<file path="src/rtl/mem_stage.sv">
// mem_stage -- memory stage of the in-order pipeline.
//
// Purpose:
//   Takes one instruction per cycle from EX. Loads and stores run a simple
//   two-state (IDLE/BUSY) handshake on the data-memory bus and hold EX via
//   `stall` until the memory answers. Every other instruction passes
//   through in one registered cycle. Jumps and taken branches raise a
//   fetch redirect. A misaligned load or store is rejected without touching
//   the bus and is flagged on `misaligned`.
//
// Ports:
//   clk, rst            clock; synchronous active-high reset
//   ex_valid            EX presents a valid instruction this cycle
//   opcode_to_mem, funct3_to_mem, pc_to_mem, jump_or_branch,
//   b (store data), c (ALU result / address), reg_wr_addr   from EX
//   stall               EX must hold its outputs while high
//   mem_req, mem_we, mem_addr, mem_wdata, mem_be            request to memory
//   mem_ready, mem_rdata                                    response from memory
//   wb_valid, wb_reg_we, wb_rd, wb_data                     to WB
//   redirect, redirect_pc                                   to fetch
//   misaligned          one-cycle flag for a rejected misaligned access
module mem_stage (
  input  logic        clk,
  input  logic        rst,
  input  logic        ex_valid,
  input  logic [6:0]  opcode_to_mem,
  input  logic [2:0]  funct3_to_mem,
  input  logic [31:0] pc_to_mem,
  input  logic        jump_or_branch,
  input  logic [31:0] b,
  input  logic [31:0] c,
  input  logic [4:0]  reg_wr_addr,
  output logic        stall,
  output logic        mem_req,
  output logic        mem_we,
  output logic [31:0] mem_addr,
  output logic [31:0] mem_wdata,
  output logic [3:0]  mem_be,
  input  logic        mem_ready,
  input  logic [31:0] mem_rdata,
  output logic        wb_valid,
  output logic        wb_reg_we,
  output logic [4:0]  wb_rd,
  output logic [31:0] wb_data,
  output logic        redirect,
  output logic [31:0] redirect_pc,
  output logic        misaligned
);

  localparam logic [6:0] OPC_LOAD   = 7'b0000011;
  localparam logic [6:0] OPC_STORE  = 7'b0100011;
  localparam logic [6:0] OPC_BRANCH = 7'b1100011;
  localparam logic [6:0] OPC_JAL    = 7'b1101111;
  localparam logic [6:0] OPC_JALR   = 7'b1100111;
  localparam logic [6:0] OPC_LUI    = 7'b0110111;
  localparam logic [6:0] OPC_AUIPC  = 7'b0010111;
  localparam logic [6:0] OPC_OP     = 7'b0110011;
  localparam logic [6:0] OPC_OPIMM  = 7'b0010011;

  typedef enum logic [0:0] {IDLE, BUSY} state_t;

  state_t      state_q, state_d;
  logic [31:0] addr_q, addr_d;
  logic [2:0]  funct3_q, funct3_d;
  logic [4:0]  rd_q, rd_d;
  logic        mem_we_q, mem_we_d;
  logic [31:0] mem_wdata_q, mem_wdata_d;
  logic [3:0]  mem_be_q, mem_be_d;
  logic        wb_valid_q, wb_valid_d;
  logic        wb_reg_we_q, wb_reg_we_d;
  logic [4:0]  wb_rd_q, wb_rd_d;
  logic [31:0] wb_data_q, wb_data_d;
  logic        redirect_q, redirect_d;
  logic [31:0] redirect_pc_q, redirect_pc_d;
  logic        misaligned_q, misaligned_d;

  logic        is_load, is_store, is_mem, is_jal, is_jalr, is_branch;
  logic        writes_rd, aligned, accept;
  logic [31:0] store_wdata;
  logic [3:0]  store_be;
  logic [31:0] shifted;
  logic [31:0] load_data;

  // Decode the incoming EX instruction. The low two funct3 bits give the
  // access size for both loads and stores (00 byte, 01 half, 10 word), so
  // one alignment check and one lane-steering table serve both.
  always_comb begin
    is_load   = (opcode_to_mem == OPC_LOAD);
    is_store  = (opcode_to_mem == OPC_STORE);
    is_mem    = is_load || is_store;
    is_jal    = (opcode_to_mem == OPC_JAL);
    is_jalr   = (opcode_to_mem == OPC_JALR);
    is_branch = (opcode_to_mem == OPC_BRANCH);
    writes_rd = (opcode_to_mem == OPC_LUI) || (opcode_to_mem == OPC_AUIPC) ||
                (opcode_to_mem == OPC_OP)  || (opcode_to_mem == OPC_OPIMM) ||
                is_jal || is_jalr;
    case (funct3_to_mem[1:0])
      2'b00: begin
        aligned     = 1'b1;
        store_wdata = {4{b[7:0]}};
        store_be    = 4'b0001 << c[1:0];
      end
      2'b01: begin
        aligned     = ~c[0];
        store_wdata = {2{b[15:0]}};
        store_be    = 4'b0011 << c[1:0];
      end
      default: begin
        aligned     = (c[1:0] == 2'b00);
        store_wdata = b;
        store_be    = 4'b1111;
      end
    endcase
    accept = (state_q == IDLE) && ex_valid && is_mem && aligned;
  end

  // Move the addressed byte/half down to bit 0 of the returned word, then
  // sign- or zero-extend it according to the latched funct3.
  always_comb begin
    shifted = mem_rdata >> {addr_q[1:0], 3'b000};
    case (funct3_q)
      3'b000:  load_data = {{24{shifted[7]}}, shifted[7:0]};
      3'b001:  load_data = {{16{shifted[15]}}, shifted[15:0]};
      3'b100:  load_data = {24'h000000, shifted[7:0]};
      3'b101:  load_data = {16'h0000, shifted[15:0]};
      default: load_data = shifted;
    endcase
  end

  // Next-state logic. The WB-facing pulses default to zero every cycle so
  // each instruction produces exactly one wb_valid; the bus request fields
  // are written only when a memory op is accepted, which keeps them stable
  // for the whole BUSY period however long memory takes.
  always_comb begin
    state_d       = state_q;
    addr_d        = addr_q;
    funct3_d      = funct3_q;
    rd_d          = rd_q;
    mem_we_d      = mem_we_q;
    mem_wdata_d   = mem_wdata_q;
    mem_be_d      = mem_be_q;
    wb_valid_d    = 1'b0;
    wb_reg_we_d   = 1'b0;
    wb_rd_d       = wb_rd_q;
    wb_data_d     = wb_data_q;
    redirect_d    = 1'b0;
    redirect_pc_d = redirect_pc_q;
    misaligned_d  = 1'b0;

    case (state_q)
      IDLE: begin
        if (ex_valid) begin
          if (accept) begin
            state_d     = BUSY;
            addr_d      = c;
            funct3_d    = funct3_to_mem;
            rd_d        = reg_wr_addr;
            mem_we_d    = is_store;
            mem_wdata_d = is_store ? store_wdata : 32'h0;
            mem_be_d    = is_store ? store_be : 4'b1111;
          end else if (is_mem) begin
            wb_valid_d   = 1'b1;
            misaligned_d = 1'b1;
            wb_rd_d      = reg_wr_addr;
            wb_data_d    = c;
          end else begin
            wb_valid_d  = 1'b1;
            wb_rd_d     = reg_wr_addr;
            wb_data_d   = (is_jal || is_jalr) ? (pc_to_mem + 32'd4) : c;
            wb_reg_we_d = writes_rd && (reg_wr_addr != 5'd0);
            redirect_d  = is_jal || is_jalr || (is_branch && jump_or_branch);
            if (redirect_d) begin
              redirect_pc_d = is_jalr ? {c[31:1], 1'b0} : c;
            end
          end
        end
      end
      BUSY: begin
        if (mem_ready) begin
          state_d     = IDLE;
          wb_valid_d  = 1'b1;
          wb_rd_d     = rd_q;
          wb_reg_we_d = !mem_we_q && (rd_q != 5'd0);
          wb_data_d   = mem_we_q ? wb_data_q : load_data;
          mem_we_d    = 1'b0;
        end
      end
      default: state_d = IDLE;
    endcase
  end

  // All state, including the FSM, updates here; reset clears every
  // register, which also abandons an in-flight access with no writeback.
  always_ff @(posedge clk) begin
    if (rst) begin
      state_q       <= IDLE;
      addr_q        <= 32'h0;
      funct3_q      <= 3'b000;
      rd_q          <= 5'd0;
      mem_we_q      <= 1'b0;
      mem_wdata_q   <= 32'h0;
      mem_be_q      <= 4'b0000;
      wb_valid_q    <= 1'b0;
      wb_reg_we_q   <= 1'b0;
      wb_rd_q       <= 5'd0;
      wb_data_q     <= 32'h0;
      redirect_q    <= 1'b0;
      redirect_pc_q <= 32'h0;
      misaligned_q  <= 1'b0;
    end else begin
      state_q       <= state_d;
      addr_q        <= addr_d;
      funct3_q      <= funct3_d;
      rd_q          <= rd_d;
      mem_we_q      <= mem_we_d;
      mem_wdata_q   <= mem_wdata_d;
      mem_be_q      <= mem_be_d;
      wb_valid_q    <= wb_valid_d;
      wb_reg_we_q   <= wb_reg_we_d;
      wb_rd_q       <= wb_rd_d;
      wb_data_q     <= wb_data_d;
      redirect_q    <= redirect_d;
      redirect_pc_q <= redirect_pc_d;
      misaligned_q  <= misaligned_d;
    end
  end

  // stall must rise in the same cycle a memory op is accepted so EX holds
  // it; it is gated by rst so it reads low while reset is applied.
  always_comb begin
    stall       = !rst && ((state_q == BUSY) || accept);
    mem_req     = (state_q == BUSY);
    mem_we      = mem_we_q;
    mem_addr    = {addr_q[31:2], 2'b00};
    mem_wdata   = mem_wdata_q;
    mem_be      = mem_be_q;
    wb_valid    = wb_valid_q;
    wb_reg_we   = wb_reg_we_q;
    wb_rd       = wb_rd_q;
    wb_data     = wb_data_q;
    redirect    = redirect_q;
    redirect_pc = redirect_pc_q;
    misaligned  = misaligned_q;
  end

endmodule

</file>
<file path="config.mk">
export PLATFORM = sky130hd
export DESIGN_NAME = mem_stage
export DESIGN_NICKNAME = d
export VERILOG_FILES = /design/src/rtl/mem_stage.sv
export SDC_FILE = /design/constraint.sdc
export NUM_CORES = 1
export LEC_CHECK = 0
export CAP_MARGIN = 40
export CORE_MARGIN = 4
export CORE_UTILIZATION = 35
export CTS_BUF_LIST = sky130_fd_sc_hd__clkbuf_4
export DETAILED_ROUTE_END_ITERATION = 7
export PLACE_DENSITY = 0.78
export SYNTH_ARGS = -nofsm -noshare
export SYNTH_HDL_FRONTEND = slang
export SYNTH_SLANG_ARGS = --single-unit
</file>
<file path="constraint.sdc">
create_clock -name clk -period 2.1 [get_ports clk]
set_input_delay 0.525 -clock clk [delete_from_list [all_inputs] [get_ports clk]]
set_output_delay 0.525 -clock clk [all_outputs]
set_load 0.05 [all_outputs]
</file>
==> summary.md, run 1 <==
| Metric | Value |
|---|---|
| Starting DRT DRC Count | `458` |
| Hold Crit Class | `input port to flop` |
| Main combinational cell family by area after synthesis | `simple AND/OR/NAND/NOR gates` |
| Synthesized-area fraction occupied by and/or/nand/nor cells | `0.2312` |
| Leak pwr | `4.920 nW` |
| Drt first pass iters | `5` |
| Root buffer cell | `clkbuf_4` |
| Synth area leaders | `dfxtp_1 (40%), a21oi_1 (9.4%), nand2_1 (9.0%)` |
| Critical path type | `input port to output port` |
| Pins Over Slew Limit | `0` |
| Final Cycle Share | `1.006` |
| DP HPWL | `24320 µm` |
| ANT nets after route | `0` |
| Netlist Area Pre-Place | `0.007635 mm²` |
| Core area | `0.02122 mm²` |
| Cell variety after synth | `59` |
| Hold Path Origin | `rst` |
| Final setup viols | `1` |
| Final cell count without fillers | `1618` |
| Final min period | `2113 ps` |
| Reg2Reg Launch Point | `mem_req` |
| Slew @ Worst Pin | `812.2 ps` |
| IO Pins | `292` |
| Sequential fraction of design power | `0.476` |
| Number of flops mapped to enable cells by yosys | `0` |
| Share of cells above drive strength 1 | `0.1750` |
| Die ar. | `0.02424 mm²` |
| Register area share after synthesis | `0.3959` |
| Hold slack | `232.7 ps` |
| Final Wtd Congestion | `0.9473` |
| Cell-internal power | `4.420 mW` |
| Multiplexer share of the synthesized area | `0.07178` |
| DR DRC count | `0` |
| Crit start category | `input port` |
| N_diodes | `0` |
| CP endpoint kind | `output port` |
| Vias | `8569` |
| Post-synth top area cell | `dfxtp_1` |
| Tot GR Track Use | `0.2442` |
| Grt total ovfl | `0` |
| Vias per cell | `5.296` |
| Failing checks | `setup timing` |
| Top-count cell post-synth | `nand2_1` |
| Post-synthesis register bit count | `151` |
| Clock Latency Late Sink | `560 ps` |
| Synth Flop Type | `dfxtp_1` |
| Die Y | `155.7 µm` |
| RSZ-0062 raised after global routing | `yes` |
| Worst Path Arrival | `1590 ps` |
| Placed insts | `1579` |
| Synth Area in Compound Gates | `0.1947` |
| Launch point of the critical path | `opcode_to_mem[4]` |
| Hold path depth | `2` |
| Setup Skew | `17.19 ps` |
| Switching Share | `0.2878` |
| Worst hold endpoint | `addr_q[1]` |
| Initial antenna violation count | `2` |
| Cts bufs inserted | `17` |
| Synth top area share | `0.3959` |
| Comb power frac | `0.189` |
| Run status | `finished, violations left` |
| PnR worst setup slack | `-13.37 ps` |
| Largest net degree at the start of global routing | `73` |
| Worst-case reg-to-reg path depth | `8` |
| Post-synth top cells | `nand2_1 (184), dfxtp_1 (151), a21oi_1 (143)` |
| R2R Setup Slk | `140 ps` |
| Syn Area/Cell | `7.735 µm²` |
| CTS tree | `built` |
| Layout overhead on the synthesized area | `52.05%` |
| Total wire length | `30990 µm` |
| Clock power frac | `0.335` |
| Max-capacitance violation count | `0` |
| Site Rows | `53` |
| CTS HTree Levels | `4` |
| RR Endpoint | `wb_data[12]` |
| Worst EP required | `1570 ps` |
| Adder-cell area share of the yosys netlist | `0.001639` |
| Utilization after layout | `0.5471` |
| Clock Path Buffers | `2` |
| Max-slew headroom | `0.4585` |
| Die width | `155.7 µm` |
| Initial Util | `0.3598` |
| Post-CTS Hold Buffers | `0` |
| Post-synth ARST share | `0` |
| Setup Total Neg Slack | `-13.37 ps` |
| Switching power | `1.786 mW` |
| Port bufs | `289` |
| Peak supply drop | `0.2811 mV` |
| Clock tree sinks | `151` |
| CTS clk-pin slew, worst paths | `120 ps` |
| Fmax | `473.2 MHz` |
| Nets@finish | `1479` |
| Number of synthesis warnings | `0` |
| CP max FO | `3` |
| Vias in the first global route | `8441` |
| First-pass GRT wire length | `46270 µm` |
| PwrDens | `534.6 mW/mm²` |
| Gate count of the mapped netlist | `987` |
| Hold Fails Final Rpt | `0` |
| Routed wire per std cell | `19.15 µm` |
| Xor and xnor area share after synthesis | `0.03097` |
| Area of placed instances | `0.01134 mm²` |
| Fin area | `0.01161 mm²` |
==> per-stage QoR <==
stage	setup WS [ps]	power (mW)
floorplan	0.7749	3.511
global placement	-471.1	4.188
detailed placement	-525.0	4.192
CTS	-186.2	6.260
global route	-97.75	6.468
finish	-13.37	6.206
==> power groups by stage <==
stage	clock, mW	sequential [mW]	combinational, mW
2_1_floorplan	0	3.18	0.326
3_5_place_dp	0	3.02	1.18
4_1_cts	2.15	2.95	1.16
3_3_place_gp	0	3.01	1.17
6_report	2.08	2.95	1.18
5_1_grt	2.27	2.96	1.24
==> critical path, cell delays in order <==
cell and delay, ps:
clkdlybuf4s15_1 190, and3b_2 270, nand2_4 70, nor3_4 190
nor2_2 80, nor2_4 130, buf_12 140
==> cell families (layout without fill, tap and decap cells) <==
kind of cell | count (synthesis) | in the layout
other | 1 | 2
DFF | 151 | 151
buffers and inverters | 105 | 460
adders and majority gates | 1 | 1
and+or+nand+nor | 405 | 405
xor gates and xnor gates | 27 | 27
AOI/OAI and AO/OA | 243 | 243
muxes | 54 | 54
==> timing repair <==
item,in CTS,in global routing
pin swaps,6,8
gates resized for setup,121,21
buffers inserted,2,7
setup endpoints to repair,109,7
==> routing by layer <==
layer / GRT usage / wire (µm) / vias up
li1: - / - / 4087
met3: 0.08599 / 3380 / 58
met5: 0 / 27 / -
met2: 0.4190 / 14810 / 428
met1: 0.2828 / 11850 / 3992
met4: 0.08587 / 916 / 4
==> sequential cells by signal, indices dropped and copies added, names as in the netlist, 3 cells and up <==
| signal | count |
|---|---|
| addr_q | 32 |
| funct3_q | 3 |
| mem_be | 4 |
| mem_wdata | 32 |
| rd_q | 5 |
| redirect_pc | 32 |
| wb_data | 32 |
| wb_rd | 5 |
==> worst max path at each step <==
stage                     slack, ps           to  cells after the start
final                           -10        stall                      7
after detailed placement       -530  wb_data[15]                     10
after floorplan                 0.8        stall                      6
after CTS                      -190        stall                      7
after global routing           -100        stall                      5
after global placement         -470  wb_data[15]                     10
==> final cells by class <==
class | count | area (µm²)
sequential | 151 | 3024
tap | 275 | 344.1
timing repair buffer | 425 | 3775
multi-input combinational | 732 | 4133
inverter | 3 | 11.26
clock buffer | 19 | 142.6
clock inverter | 13 | 178.9
fill | 2014 | 9612
==> placed cells by master (no fill, tap or decap), types with 16 or more instances in the layout <==
master | synthesis | routed
a21oi_1 | 143 | 143
nor3_1 | 39 | 38
xnor2_1 | 17 | 17
dlygate4sd2_1 | 0 | 106
dfxtp_1 | 151 | 150
nor2_1 | 105 | 103
a211oi_1 | 23 | 23
buf_4 | 33 | 163
nand2_1 | 184 | 181
mux2i_1 | 48 | 47
clkdlybuf4s50_1 | 0 | 135
clkbuf_4 | 0 | 19
nand3_1 | 16 | 16
(Power assumes the default switching activity.)
==> inputs of run 2 (changes only) <==
Settings changed: CORE_MARGIN 4 to 3, SLEW_MARGIN from default to 10.
==> summary.md, run 2 (synthesized netlist as in run 1, its figures left out) <==
| Metric | Value |
|---|---|
| Run status | `finished, violations left` |
| Failing checks | `setup timing` |
| Hold Crit Class | `input port to flop` |
| Worst-case reg-to-reg path depth | `8 (unchanged)` |
| Slew @ Worst Pin | `714.6 ps (-97.63 ps)` |
| Area of placed instances | `0.01140 mm² (+0.51%)` |
| Setup Slack @ Placement | `-506.9 ps (+18.12 ps)` |
| Switching power | `1.822 mW (+2.0%)` |
| First-pass GRT wire length | `47560 µm (+2.8%)` |
| Die width | `153.7 µm (-1.3%)` |
| Hold Path Origin | `rst` |
| Hold Fails Final Rpt | `0 (unchanged)` |
| Comb power frac | `0.196 (+0.007)` |
| Layout overhead on the synthesized area | `51.93% (about the same)` |
| Cell-internal power | `4.160 mW (-5.9%)` |
| DR DRC count | `0 (unchanged)` |
| CP endpoint kind | `output port` |
| Setup Skew | `27.68 ps (+10.49 ps)` |
| Hold slack | `245.7 ps (+13.08 ps)` |
| Utilization after layout | `0.5466 (about the same)` |
| N_diodes | `0 (unchanged)` |
| Worst EP required | `1570 ps (about the same)` |
| Crit start category | `input port` |
| CTS tree | `built` |
| Drt first pass iters | `5 (unchanged)` |
| Pins Over Slew Limit | `0 (unchanged)` |
| Vias | `8579 (+0.12%)` |
| Leak pwr | `4.913 nW (-0.14%)` |
| Clock Path Buffers | `2 (unchanged)` |
| Final Cycle Share | `1.049 (+0.04262)` |
| Nets@finish | `1483 (+0.27%)` |
| Sequential fraction of design power | `0.493 (+0.017)` |
| Largest net degree at the start of global routing | `63 (-14%)` |
| Final Wtd Congestion | `0.9392 (-0.86%)` |
| Root buffer cell | `clkbuf_4` |
| Switching Share | `0.3046 (+0.01680)` |
| Met3 usage | `0.08415 (-0.001837)` |
| IO Pins | `292 (unchanged)` |
| PnR worst setup slack | `-102.9 ps (-89.50 ps)` |
| CTS HTree Levels | `4 (unchanged)` |
| Clock tree sinks | `151 (unchanged)` |
| Final setup viols | `1 (unchanged)` |
| Port bufs | `289 (unchanged)` |
| Share of cells above drive strength 1 | `0.1768 (+0.001839)` |
| Critical path type | `input port to output port` |
| Vias in the first global route | `8572 (+1.6%)` |
| Peak supply drop | `0.5433 mV (+93%)` |
| PwrDens | `515.6 mW/mm² (-3.6%)` |
| Hold path depth | `2 (unchanged)` |
| Vias per cell | `5.292 (about the same)` |
| Global-route met2 utilization | `0.4366 (+0.01763)` |
| Initial antenna violation count | `3 (+1)` |
| Total power | `5.981 mW (-3.6%)` |
| Site Rows | `53 (unchanged)` |
| Fin area | `0.01160 mm² (about the same)` |
| CP max FO | `7 (+4)` |
| Clock power frac | `0.311 (-0.024)` |
| Core area | `0.02122 mm² (unchanged)` |
| Max-slew headroom | `0.5236 (+0.06509)` |
| Die ar. | `0.02362 mm² (-2.6%)` |
| M1 GR Usage | `0.2996 (+0.01678)` |
| RR Endpoint | `wb_data[12]` |
| Reg2Reg Launch Point | `addr_q[1]` |
| Max-capacitance violation count | `0 (unchanged)` |
| Initial Util | `0.3598 (unchanged)` |
| Final min period | `2203 ps (+89.50 ps)` |
| Die Y | `153.7 µm (-1.3%)` |
| Total wire length | `30950 µm (-0.11%)` |
| DP HPWL | `23960 µm (-1.5%)` |
| GR peak layer | `met2` |
| Starting DRT DRC Count | `515 (+12%)` |
| ANT nets after route | `0 (unchanged)` |
| Worst hold endpoint | `addr_q[12]` |
| Setup Total Neg Slack | `-102.9 ps (-89.50 ps)` |
| Worst Path Arrival | `1680 ps (+90 ps)` |
| Tot GR Track Use | `0.2541 (+0.009876)` |
| Most common cell after layout, fill and taps aside | `nand2_1` |
| Grt total ovfl | `0 (unchanged)` |
| Cts bufs inserted | `17 (unchanged)` |
| Final cell count without fillers | `1621 (+0.19%)` |
| Most frequent cells in the layout | `nand2_1 (181), buf_4 (165), dfxtp_1 (149)` |
| CTS clk-pin slew, worst paths | `140 ps (+20 ps)` |
| R2R Setup Slk | `190 ps (+50 ps)` |
| Placed insts | `1584 (+0.32%)` |
| Fmax | `454.0 MHz (-4.1%)` |
| RSZ-0062 raised after global routing | `yes` |
| Routed wire per std cell | `19.09 µm (-0.29%)` |
| Clock Latency Late Sink | `570 ps (about the same)` |
[run 2: cell types whose count changed in the layout (fill, tap and decap cells not counted), moves of 2 or more]
cell,change
bufinv_16,-2
clkdlybuf4s15_1,-5
dlymetal6s2s_1,-2
clkinv_2,-2
clkinv_4,+2
buf_4,+2
clkbuf_4,-2
dlygate4sd2_1,+7
inv_6,+2
[run 2: critical path, stage by stage]
cell             delay (ps)
clkdlybuf4s50_1         500
nand2b_4                100
nor3_4                  170
nor2_4                   70
nor2_4                  150
buf_12                  150
[run 2: how the worst max path moves through the flow]
stage                startpoint  cells after the start  slack [ps]     endpoint
2_1_floorplan              c[1]                      6         0.8        stall
3_3_place_gp   opcode_to_mem[6]                      6        -610  wb_data[14]
3_5_place_dp   opcode_to_mem[6]                      8        -510    mem_be[1]
4_1_cts                 mem_req                      6        -230        stall
5_1_grt                 mem_req                      5        -170        stall
6_report               ex_valid                      6        -100        stall
[run 2: power groups by stage]
stage / clock [mW] / sequential [mW] / combinational (mW)
floorplan: 0 / 3.18 / 0.326
global placement: 0 / 3.01 / 1.17
detailed placement: 0 / 3.01 / 1.18
CTS: 1.91 / 2.95 / 1.16
global route: 2.02 / 2.96 / 1.24
finish: 1.86 / 2.95 / 1.17
[run 2: area by class of cell]
type / instances / area, µm²
clock buffers: 17 / 127.6
clock inverters: 14 / 151.4
fillers: 1984 / 9620
inverters: 3 / 11.26
multi-input cells: 732 / 4138
flip-flops and latches: 151 / 3028
well taps: 275 / 344.1
repair buffers: 429 / 3800
[run 2: repair_timing]
action / 4_1_cts / 5_1_grt
hold buffers: 0 / 0
pin swaps: 7 / 7
endpoints found under the setup margin: 111 / 4
gates cloned: 0 / 0
setup buffers: 5 / 3
resized for setup: 128 / 14
[run 2: per-layer routing]
metal,vias to the layer above,share of wire
li1,4108,-
met4,6,0.029
met2,401,0.48
met1,4001,0.39
met5,-,0.0015
met3,63,0.10
